$ cat config.mk
export PLATFORM = sky130hd
export DESIGN_NAME = load_store_unit_flat
export DESIGN_NICKNAME = d
export VERILOG_FILES = /design/src/rtl/load_store_unit_if.sv /design/src/rtl/load_store_unit.sv /design/src/flat_wrapper.sv
export SDC_FILE = /design/constraint.sdc
export NUM_CORES = 1
export LEC_CHECK = 0
export CAP_MARGIN = 30
export CORE_ASPECT_RATIO = 0.75
export CORE_MARGIN = 2
export CORE_UTILIZATION = 40
export CTS_BUF_LIST = sky130_fd_sc_hd__clkbuf_16
export DETAILED_ROUTE_END_ITERATION = 12
export PLACE_DENSITY = 0.72
export SYNTH_ARGS = -nofsm -noshare
export SYNTH_HDL_FRONTEND = slang
export SYNTH_SLANG_ARGS = --single-unit
$ cat constraint.sdc
create_clock -name Clk -period 5.2 [get_ports Clk]
set_clock_uncertainty 0.15 [all_clocks]
set_input_delay 0.52 -clock Clk [delete_from_list [all_inputs] [get_ports Clk]]
set_output_delay 0.52 -clock Clk [all_outputs]
set_load 0.01 [all_outputs]
$ cat src/rtl/load_store_unit_if.sv
// Request/response and DataMemory bus of the load/store unit.
// slave = the unit itself, master = execute stage plus DataMemory.
interface load_store_unit_if;
  logic        Req_Valid;
  logic        Req_Ready;
  logic        Req_Write;
  logic [1:0]  Req_Size;
  logic        Req_Signed;
  logic [31:0] Req_Address;
  logic [31:0] Req_Write_Data;
  logic        Resp_Valid;
  logic [31:0] Resp_Data;
  logic        Resp_Error;
  logic [31:0] Mem_Address;
  logic [31:0] Mem_Write_Data;
  logic        Sig_Mem_Write;
  logic        Sig_Mem_Read;
  logic [31:0] Mem_Read_Data;

  modport slave (
    input  Req_Valid, Req_Write, Req_Size, Req_Signed, Req_Address, Req_Write_Data,
    input  Mem_Read_Data,
    output Req_Ready, Resp_Valid, Resp_Data, Resp_Error,
    output Mem_Address, Mem_Write_Data, Sig_Mem_Write, Sig_Mem_Read
  );

  modport master (
    output Req_Valid, Req_Write, Req_Size, Req_Signed, Req_Address, Req_Write_Data,
    output Mem_Read_Data,
    input  Req_Ready, Resp_Valid, Resp_Data, Resp_Error,
    input  Mem_Address, Mem_Write_Data, Sig_Mem_Write, Sig_Mem_Read
  );
endinterface

$ cat src/rtl/load_store_unit.sv
// Byte/halfword/word load-store unit over a word-wide DataMemory; sub-word stores use RMW.
// Optional misalignment trap: define LSU_MISALIGN_TRAP_EN (default build aligns silently).
module load_store_unit #(
  parameter int unsigned WORD_ADDR_BITS = 8
) (
  input  logic             Clk,
  input  logic             Reset,
  load_store_unit_if.slave bus
);

  localparam int unsigned DATA_W    = 32;
  localparam logic [1:0]  SIZE_BYTE = 2'b00;
  localparam logic [1:0]  SIZE_HALF = 2'b01;

  typedef enum logic [2:0] {IDLE, READ, RMW_READ, WRITE, RESP} state_t;

  state_t              state_q, state_d;
  logic [1:0]          lane_q, lane_d;
  logic [1:0]          size_q, size_d;
  logic                signed_q, signed_d;
  logic [DATA_W-1:0]   wdata_q, wdata_d;

  logic                ready_q, ready_d;
  logic                resp_valid_q, resp_valid_d;
  logic [DATA_W-1:0]   resp_data_q, resp_data_d;
  logic                resp_error_q, resp_error_d;
  logic [DATA_W-1:0]   mem_addr_q, mem_addr_d;
  logic [DATA_W-1:0]   mem_wdata_q, mem_wdata_d;
  logic                mem_wr_q, mem_wr_d;
  logic                mem_rd_q, mem_rd_d;

  // Upper byte-address bits do not reach DataMemory.
  logic unused_addr_bits;
  assign unused_addr_bits = ^bus.Req_Address[DATA_W-1:WORD_ADDR_BITS+2];

  // Pick the addressed lane out of a word and extend it to 32 bits.
  function automatic logic [DATA_W-1:0] load_extend(input logic [DATA_W-1:0] word,
                                                    input logic [1:0] lane,
                                                    input logic [1:0] size,
                                                    input logic sgn);
    logic [DATA_W-1:0] sh;
    sh = word >> {lane, 3'b000};
    case (size)
      SIZE_BYTE: load_extend = {{24{sgn & sh[7]}}, sh[7:0]};
      SIZE_HALF: load_extend = {{16{sgn & sh[15]}}, sh[15:0]};
      default:   load_extend = word;
    endcase
  endfunction

  // Replace the addressed lane of the old word with the right-aligned store data.
  function automatic logic [DATA_W-1:0] store_merge(input logic [DATA_W-1:0] old,
                                                    input logic [DATA_W-1:0] data,
                                                    input logic [1:0] lane,
                                                    input logic [1:0] size);
    logic [DATA_W-1:0] mask;
    mask = ((size == SIZE_BYTE) ? 32'h0000_00FF : 32'h0000_FFFF) << {lane, 3'b000};
    store_merge = (old & ~mask) | ((data << {lane, 3'b000}) & mask);
  endfunction

  always_ff @(posedge Clk or posedge Reset) begin
    if (Reset) begin
      state_q      <= IDLE;
      lane_q       <= '0;
      size_q       <= '0;
      signed_q     <= 1'b0;
      wdata_q      <= '0;
      ready_q      <= 1'b1;
      resp_valid_q <= 1'b0;
      resp_data_q  <= '0;
      resp_error_q <= 1'b0;
      mem_addr_q   <= '0;
      mem_wdata_q  <= '0;
      mem_wr_q     <= 1'b0;
      mem_rd_q     <= 1'b0;
    end else begin
      state_q      <= state_d;
      lane_q       <= lane_d;
      size_q       <= size_d;
      signed_q     <= signed_d;
      wdata_q      <= wdata_d;
      ready_q      <= ready_d;
      resp_valid_q <= resp_valid_d;
      resp_data_q  <= resp_data_d;
      resp_error_q <= resp_error_d;
      mem_addr_q   <= mem_addr_d;
      mem_wdata_q  <= mem_wdata_d;
      mem_wr_q     <= mem_wr_d;
      mem_rd_q     <= mem_rd_d;
    end
  end

  // Next state plus next value of every registered output.
  always_comb begin
    state_d      = state_q;
    lane_d       = lane_q;
    size_d       = size_q;
    signed_d     = signed_q;
    wdata_d      = wdata_q;
    resp_data_d  = resp_data_q;
    resp_error_d = resp_error_q;
    mem_addr_d   = mem_addr_q;
    mem_wdata_d  = mem_wdata_q;

    case (state_q)
      IDLE: begin
        if (bus.Req_Valid) begin
          size_d     = bus.Req_Size;
          signed_d   = bus.Req_Signed;
          wdata_d    = bus.Req_Write_Data;
          mem_addr_d = 32'(bus.Req_Address[WORD_ADDR_BITS+1:2]);
          // Lane is forced to the natural alignment of the access size.
          if (bus.Req_Size == SIZE_BYTE)      lane_d = bus.Req_Address[1:0];
          else if (bus.Req_Size == SIZE_HALF) lane_d = {bus.Req_Address[1], 1'b0};
          else                                lane_d = 2'b00;

          if (!bus.Req_Write)                 state_d = READ;
          else if (bus.Req_Size[1]) begin
            state_d     = WRITE;
            mem_wdata_d = bus.Req_Write_Data;
          end else                            state_d = RMW_READ;
`ifdef LSU_MISALIGN_TRAP_EN
          if ((bus.Req_Size == SIZE_HALF && bus.Req_Address[0]) ||
              (bus.Req_Size[1] && bus.Req_Address[1:0] != 2'b00)) begin
            state_d      = RESP;
            mem_wdata_d  = mem_wdata_q;
            resp_data_d  = '0;
            resp_error_d = 1'b1;
          end
`endif
        end
      end
      READ: begin
        resp_data_d  = load_extend(bus.Mem_Read_Data, lane_q, size_q, signed_q);
        resp_error_d = 1'b0;
        state_d      = RESP;
      end
      RMW_READ: begin
        mem_wdata_d = store_merge(bus.Mem_Read_Data, wdata_q, lane_q, size_q);
        state_d     = WRITE;
      end
      WRITE: begin
        resp_data_d  = '0;
        resp_error_d = 1'b0;
        state_d      = RESP;
      end
      RESP:    state_d = IDLE;
      default: state_d = IDLE;
    endcase

    ready_d      = (state_d == IDLE);
    resp_valid_d = (state_d == RESP);
    mem_rd_d     = (state_d == READ) || (state_d == RMW_READ);
    mem_wr_d     = (state_d == WRITE);
  end

  assign bus.Req_Ready      = ready_q;
  assign bus.Resp_Valid     = resp_valid_q;
  assign bus.Resp_Data      = resp_data_q;
  assign bus.Resp_Error     = resp_error_q;
  assign bus.Mem_Address    = mem_addr_q;
  assign bus.Mem_Write_Data = mem_wdata_q;
  assign bus.Sig_Mem_Write  = mem_wr_q;
  assign bus.Sig_Mem_Read   = mem_rd_q;

endmodule

$ cat src/flat_wrapper.sv
// flat-port wrapper written by rule: the top's interface ports become plain ports
module load_store_unit_flat 
#(
  parameter int unsigned WORD_ADDR_BITS = 8
)
  (Clk, Reset, bus_Req_Valid, bus_Req_Write, bus_Req_Size, bus_Req_Signed, bus_Req_Address, bus_Req_Write_Data, bus_Mem_Read_Data, bus_Req_Ready, bus_Resp_Valid, bus_Resp_Data, bus_Resp_Error, bus_Mem_Address, bus_Mem_Write_Data, bus_Sig_Mem_Write, bus_Sig_Mem_Read);
  load_store_unit_if bus_i ();
  input  logic Clk;
  input  logic Reset;
  input wire logic [$bits(bus_i.Req_Valid)-1:0] bus_Req_Valid;
  input wire logic [$bits(bus_i.Req_Write)-1:0] bus_Req_Write;
  input wire logic [$bits(bus_i.Req_Size)-1:0] bus_Req_Size;
  input wire logic [$bits(bus_i.Req_Signed)-1:0] bus_Req_Signed;
  input wire logic [$bits(bus_i.Req_Address)-1:0] bus_Req_Address;
  input wire logic [$bits(bus_i.Req_Write_Data)-1:0] bus_Req_Write_Data;
  input wire logic [$bits(bus_i.Mem_Read_Data)-1:0] bus_Mem_Read_Data;
  output wire logic [$bits(bus_i.Req_Ready)-1:0] bus_Req_Ready;
  output wire logic [$bits(bus_i.Resp_Valid)-1:0] bus_Resp_Valid;
  output wire logic [$bits(bus_i.Resp_Data)-1:0] bus_Resp_Data;
  output wire logic [$bits(bus_i.Resp_Error)-1:0] bus_Resp_Error;
  output wire logic [$bits(bus_i.Mem_Address)-1:0] bus_Mem_Address;
  output wire logic [$bits(bus_i.Mem_Write_Data)-1:0] bus_Mem_Write_Data;
  output wire logic [$bits(bus_i.Sig_Mem_Write)-1:0] bus_Sig_Mem_Write;
  output wire logic [$bits(bus_i.Sig_Mem_Read)-1:0] bus_Sig_Mem_Read;
  assign bus_i.Req_Valid = bus_Req_Valid;
  assign bus_i.Req_Write = bus_Req_Write;
  assign bus_i.Req_Size = bus_Req_Size;
  assign bus_i.Req_Signed = bus_Req_Signed;
  assign bus_i.Req_Address = bus_Req_Address;
  assign bus_i.Req_Write_Data = bus_Req_Write_Data;
  assign bus_i.Mem_Read_Data = bus_Mem_Read_Data;
  assign bus_Req_Ready = bus_i.Req_Ready;
  assign bus_Resp_Valid = bus_i.Resp_Valid;
  assign bus_Resp_Data = bus_i.Resp_Data;
  assign bus_Resp_Error = bus_i.Resp_Error;
  assign bus_Mem_Address = bus_i.Mem_Address;
  assign bus_Mem_Write_Data = bus_i.Mem_Write_Data;
  assign bus_Sig_Mem_Write = bus_i.Sig_Mem_Write;
  assign bus_Sig_Mem_Read = bus_i.Sig_Mem_Read;
  load_store_unit #(.WORD_ADDR_BITS(WORD_ADDR_BITS)) u_core (.Clk(Clk), .Reset(Reset), .bus(bus_i));
endmodule
After elaboration in Yosys (flattened, before gate mapping)
Cells that the tools add are included.
{ "word_totals": {"regBits": 116, "output_inout_bits": 101, "inputBits": 103, "wordCells": 56} }
{ "classes": {"shifts": 3, "bitwise_logic": 6, "reduce_logical": 10, "n_eq_ne": 12, "n_mux": 13} }
{ "ops": {"columns": ["op", "count"], "rows": [
  ["$pmux W32 S2", 3],
  ["$mux W32", 3],
  ["$and A32 B32 Y32", 2],
  ["$shl A32 B5 Y32", 2],
  ["$not A32 Y32", 1],
  ["$or A32 B32 Y32", 1],
  ["$shr A32 B5 Y16", 1],
  ["$mux W16", 1],
  ["$eq A3 B2 Y1 const B", 4],
  ["$pmux W3 S3", 1],
  ["$eq A3 B1 Y1 const B", 2],
  ["$logic_not A3 Y1", 2],
  ["$mux W3", 2],
  ["$ne A2 B2 Y1 const B", 3],
  ["$eq A2 B1 Y1 const B", 2],
  ["$logic_not A2 Y1", 2],
  ["$mux W2", 2],
  ["$reduce_and A4 Y1", 1],
  ["$reduce_bool A2 Y1", 2],
  ["$eq A3 B3 Y1 const B", 1],
  ["$and A1 B1 Y1", 2],
  ["$reduce_and A2 Y1", 1],
  ["$reduce_or A2 Y1", 1],
  ["$logic_or A1 B1 Y1", 1],
  ["$mux W1", 1]
]} }

Logic depth before layout (Yosys ltp)
{ "logic_depth": {"ltp_word": 7, "depth_mapped": 7, "ltp_nobuf": 4} }

Least setup slack after synthesis
No wires, ideal clock.
{ "synth_path": {"path_type": "input to register", "startpoint": "input bus_Mem_Read_Data[31]", "endpoint": "register u_core.resp_data_q[16], in the netlist u_core.bus.Resp_Data[16]", "t_required_ns": 4.924, "setup_time_ns": 0.126, "cell_stages": 4, "arrival_time_ns": 1.674, "path_slack_ns": 3.250, "path_buffers": 1, "path_cell_list": "mux4_2 > o2111a_2 > buf_6 > a221o_1"} }
{ "synth_via": {"elab_chain_cells": 4, "word_cells_on_any_way": 5, "classes_between": "1 x shift; 2 x mux; 2 x bitwise"} }
{ "synth_lines": {"columns": ["element", "line_no", "text"], "rows": [
  ["start: declaration", "flat_wrapper.sv:16", "input wire logic [$bits(bus_i.Mem_Read_Data)-1:0] bus_Mem_Read_Data;"],
  ["$shr A32 B5 Y16 *", "load_store_unit.sv:42", "sh = word >> {lane, 3'b000};"],
  ["$and A1 B1 Y1 (on tied branches)", "load_store_unit.sv:45, load_store_unit.sv:44", null],
  ["$pmux W32 S2 *", "load_store_unit.sv:43", "case (size)"],
  ["$pmux W32 S2 *", "load_store_unit.sv:104", "case (state_q)"],
  ["end signal: assignment", "load_store_unit.sv:83", "resp_data_q <= resp_data_d;"],
  ["end: declaration", "load_store_unit.sv:25", "logic [DATA_W-1:0] resp_data_q, resp_data_d;"]
]} }
Every way passes the cells marked *; elsewhere a longest branch is shown, timed or not.
A chain may end at the register's enable or synchronous reset.

Worst setup path after layout
{ "layout_path": {"startpoint": "register u_core.lane_q[0]", "endpoint": "register u_core.resp_data_q[28], in the netlist u_core.bus.Resp_Data[28]"} }
{ "layout_via": {"elab_chain_cells": 4, "word_cells_on_any_way": 5, "classes_between": "1 x shift; 2 x mux; 2 x bitwise"} }
{ "layout_lines": {"columns": ["element", "line_no", "text"], "rows": [
  ["start: declaration", "load_store_unit.sv:18", "logic [1:0] lane_q, lane_d;"],
  ["start signal: assignment", "load_store_unit.sv:77", "lane_q <= lane_d;"],
  ["$shr A32 B5 Y16 *", "load_store_unit.sv:42", null],
  ["$and A1 B1 Y1 (on tied branches)", "load_store_unit.sv:45, load_store_unit.sv:44", null],
  ["$pmux W32 S2 *", "load_store_unit.sv:43", null],
  ["$pmux W32 S2 *", "load_store_unit.sv:104", null]
]} }
Marks and branches as above.

==> impl_results.md <==
- Commonest cells after routing, fill and taps aside: clkdlybuf4s50_1, dfrtp_1, nand2_1, mux2i_1, nand3_1
- Htree depth: 3
- Clock power frac: 17.3%
- Worst hold path type: flop to flop
- Peak VDD IR: 0.2945 mV
- Pre-antenna DRT Iters: 5
- RSZ-0062 raised after global routing: false
- Sw frac: 38.22%
- Routed Antenna Nets: 0
- Synth Area per Inst: 10.08 um^2
- First-pass GRT wire length: 26030 um
- Final wirelength: between 15000 and 20000 um
- Postcts setup bufs: 0
- Maximum buffer depth of the clock tree: 2
- PwrDens: 615.6 nW/um^2
- Area Overhead vs Synth: 36.33%
- Inserted Diodes: 0
- Mux share of post-synthesis cell area: 13.38%
- Comb power frac: 50.2%
- Post-CTS Resized: 0
- DRC: 0
- Slew @ Worst Pin: 0.9132 ns
- Compound-Gate Fraction of Synth Area: between 15 and 20%
- Cts hold-fix bufs: 0
- Vias post-DR: 4734
- CTS tree: yes
- DRT met1 WL: between 7000 and 8000 um
- Final setup violation count: 0
- Die ar.: around 14000 um^2
- Vias per cell: 5.683
- Starting Density: 40.89%
- Setup_tns: 0 ns
- Layout cell share with drive strength beyond 1: 9.366%
- Largest net degree at the start of global routing: 62
- Post-Synth XOR/XNOR Area: 0%
- Simple-gate share of the synthesized area: 13.31%
- CP Launch Type: flop
- Vias in the first global route: around 4700
- Placer Congestion: ~0.86
- Tmin final: 2.710 ns
- Row count: 36
- Register area share after synthesis: 47.20%
- Port bufs: around 160
- Arr. time, crit path: 2.78 ns
- HPWL Detailed: 11930 um
- Largest family of logic cells by synthesized area: compound AO/OA/AOI/OAI gates
- CP bufs+invs: 1
- WL met2: 7637 um
- CP Cell Sequence: buf_4, nand2b_1, o221ai_1, o2111a_2, a221o_1
- Slowest-stage cell, CP: nand2b_1
- Hold WS: 0.3419 ns
- Synth Flop Type: dfrtp_1
- Achievable clock frequency: around 370 MHz
- YS warnings: 0
- Number of flops mapped to enable cells by yosys: 0
- Syn Inst Count: 526
- Fin. Hold Viols: 0
- Largest fanout on the critical path: 32
- Routed len/inst: 19.91 um
- P_int: 2.750 mW
- Flop pwr share: 32.5%
- Initial antenna violation count: 0
- Asr flop ratio synth: 100.0%
- Critical path endpoint category: flop
- GRT Util Overall: 23.60%
- Outcome: completed
- First DRT Iteration DRCs: 335
- Leakage dissipation: just over 3 nW
- Peak per-stage delay on the critical path: 0.63 ns
- Switching pwr: ~1.7 mW
- Tot Pwr: 4.451 mW
- Uppermost layer routed: met4
- Synth Area in Adders: 0%
- #FFs+latches synth: 100
- I/O pins: 204
- Critical path's top delay family: compound AO/OA/AOI/OAI gates
- Clk sinks: 100
- Fillcell total: 1156
- Core area: about 13000 um^2
- Slew margin rel.: 39.12%
- Die Y: 103.7 um
- Gr ovfl total: 0
- Final Cycle Share: a little over half
- CP required: 5.27 ns
- Root buf cell: clkbuf_16
- Slew Viols, Final: 0
- Total of max-cap violations: 0
- Commonest non-fill, non-tap cell in the layout: clkdlybuf4s50_1
- Placed Cells: 817
- Met3 routed WL: ~1500 um
- Mapped Area: ~5300 um^2
- Die Wd: 137.0 um
- Clk Latency, worst-skew pair: 0.34 ns
- Finished Layout Cells: between 800 and 900
- Clock-pin slew on the worst setup and hold paths: 0.07 ns
- Inserted Clock Buffers: 9
- WS Path Type: flop to flop
- Final #Nets: 760
- Distinct cells, synth: 46
==> final timing paths <==
kind | startpoint | slack, ns | to | cells after the start
min in group asynchronous | Reset | 0.44 | u_core.bus.Mem_Address[2] | 2
worst max register to register | u_core.lane_q[0] | 2.49 | u_core.bus.Resp_Data[28] | 5
max in group asynchronous | Reset | 3.35 | u_core.bus.Mem_Write_Data[13] | 3
worst max-delay path | u_core.lane_q[0] | 2.49 | u_core.bus.Resp_Data[28] | 5
worst min-delay path | u_core.bus.Resp_Data[1] | 0.34 | u_core.bus.Resp_Data[1] | 2
worst min register to register | u_core.bus.Resp_Data[1] | 0.34 | u_core.bus.Resp_Data[1] | 2
==> through the flow <==
step	utilization, %	setup WS (ns)	cell area, um^2
4_1_cts	55.74	2.491	7231
3_3_place_gp	52.91	2.470	6864
6_report	55.74	2.490	7231
3_5_place_dp	53.13	2.495	6892
5_1_grt	55.74	2.358	7231
2_1_floorplan	-	1.913	5394
==> kinds of logic after synthesis <==
logic type      Yosys count
simple gates            156
compound gates          118
flops                   100
buf+inv                  85
mux                      66
other cells               1
==> registers in the layout (all words and copies together), names as in the netlist <==
register                   flops
u_core.bus.Mem_Address         8
u_core.bus.Mem_Write_Data     32
u_core.bus.Req_Ready           1
u_core.bus.Resp_Data          32
u_core.bus.Resp_Valid          1
u_core.bus.Sig_Mem_Read        1
u_core.bus.Sig_Mem_Write       1
u_core.lane_q                  2
u_core.signed_q                1
u_core.size_q                  2
u_core.state_q                 3
u_core.wdata_q                16
==> cells in the mapped netlist (all sizes together), types with 2 or more instances <==
cell / number / share of area (%)
nand2b: 4 / 0.47
buf: 42 / 5.3
nor4b: 2 / 0.33
nor3: 4 / 0.47
o31a: 6 / 0.99
o211ai: 23 / 3.3
o41ai: 7 / 1.2
a211oi: 7 / 0.99
mux2i: 36 / 6.8
a222oi: 7 / 1.3
nand2: 68 / 4.8
o31ai: 3 / 0.42
a221o: 16 / 3.0
o21ai: 19 / 1.9
clkbuf: 28 / 2.0
nor2: 32 / 2.3
a2bb2oi: 7 / 1.2
mux2: 29 / 6.2
o311ai: 6 / 0.99
nor3b: 8 / 1.1
dfrtp: 99 / 47
o221ai: 8 / 1.3
inv: 15 / 1.1
a21oi: 2 / 0.19
nand3: 33 / 3.1
==> routing by layer <==
layer / vias up / track usage, %
li1: 2146 / -
met1: 2338 / 34.04
met2: 227 / 36.00
met3: 23 / 5.433
met4: 0 / 5.523
met5: - / 0
==> layout make-up <==
type,count,area [um^2],area share [%]
flip-flops and latches,100,2504,34.63
multi-input cells,365,2459,34.00
repair buffers,166,1657,22.91
clock buffers,9,225.2,3.115
well taps,171,214.0,2.959
clock inverters,7,113.9,1.575
inverters,15,58.81,0.8133
==> worst register-to-register path: cells and delay by family (launching register included) <==
family | cells | cell delay, ns
AND/OR/NAND/NOR | 1 | 0.64
flip-flops | 1 | 0.45
buffers and inverters | 1 | 0.48
AO/OA/AOI/OAI | 3 | 0.88
==> power by group through the flow <==
stage          combinational [mW]  sequential, mW  clock (mW)
4_1_cts                      2.24            1.44       0.780
3_3_place_gp                 2.18            1.43           0
6_report                     2.24            1.45       0.768
5_1_grt                      2.44            1.49       0.813
2_1_floorplan                1.27            1.47           0
3_5_place_dp                 2.23            1.45           0
(Power assumes the default switching activity.)
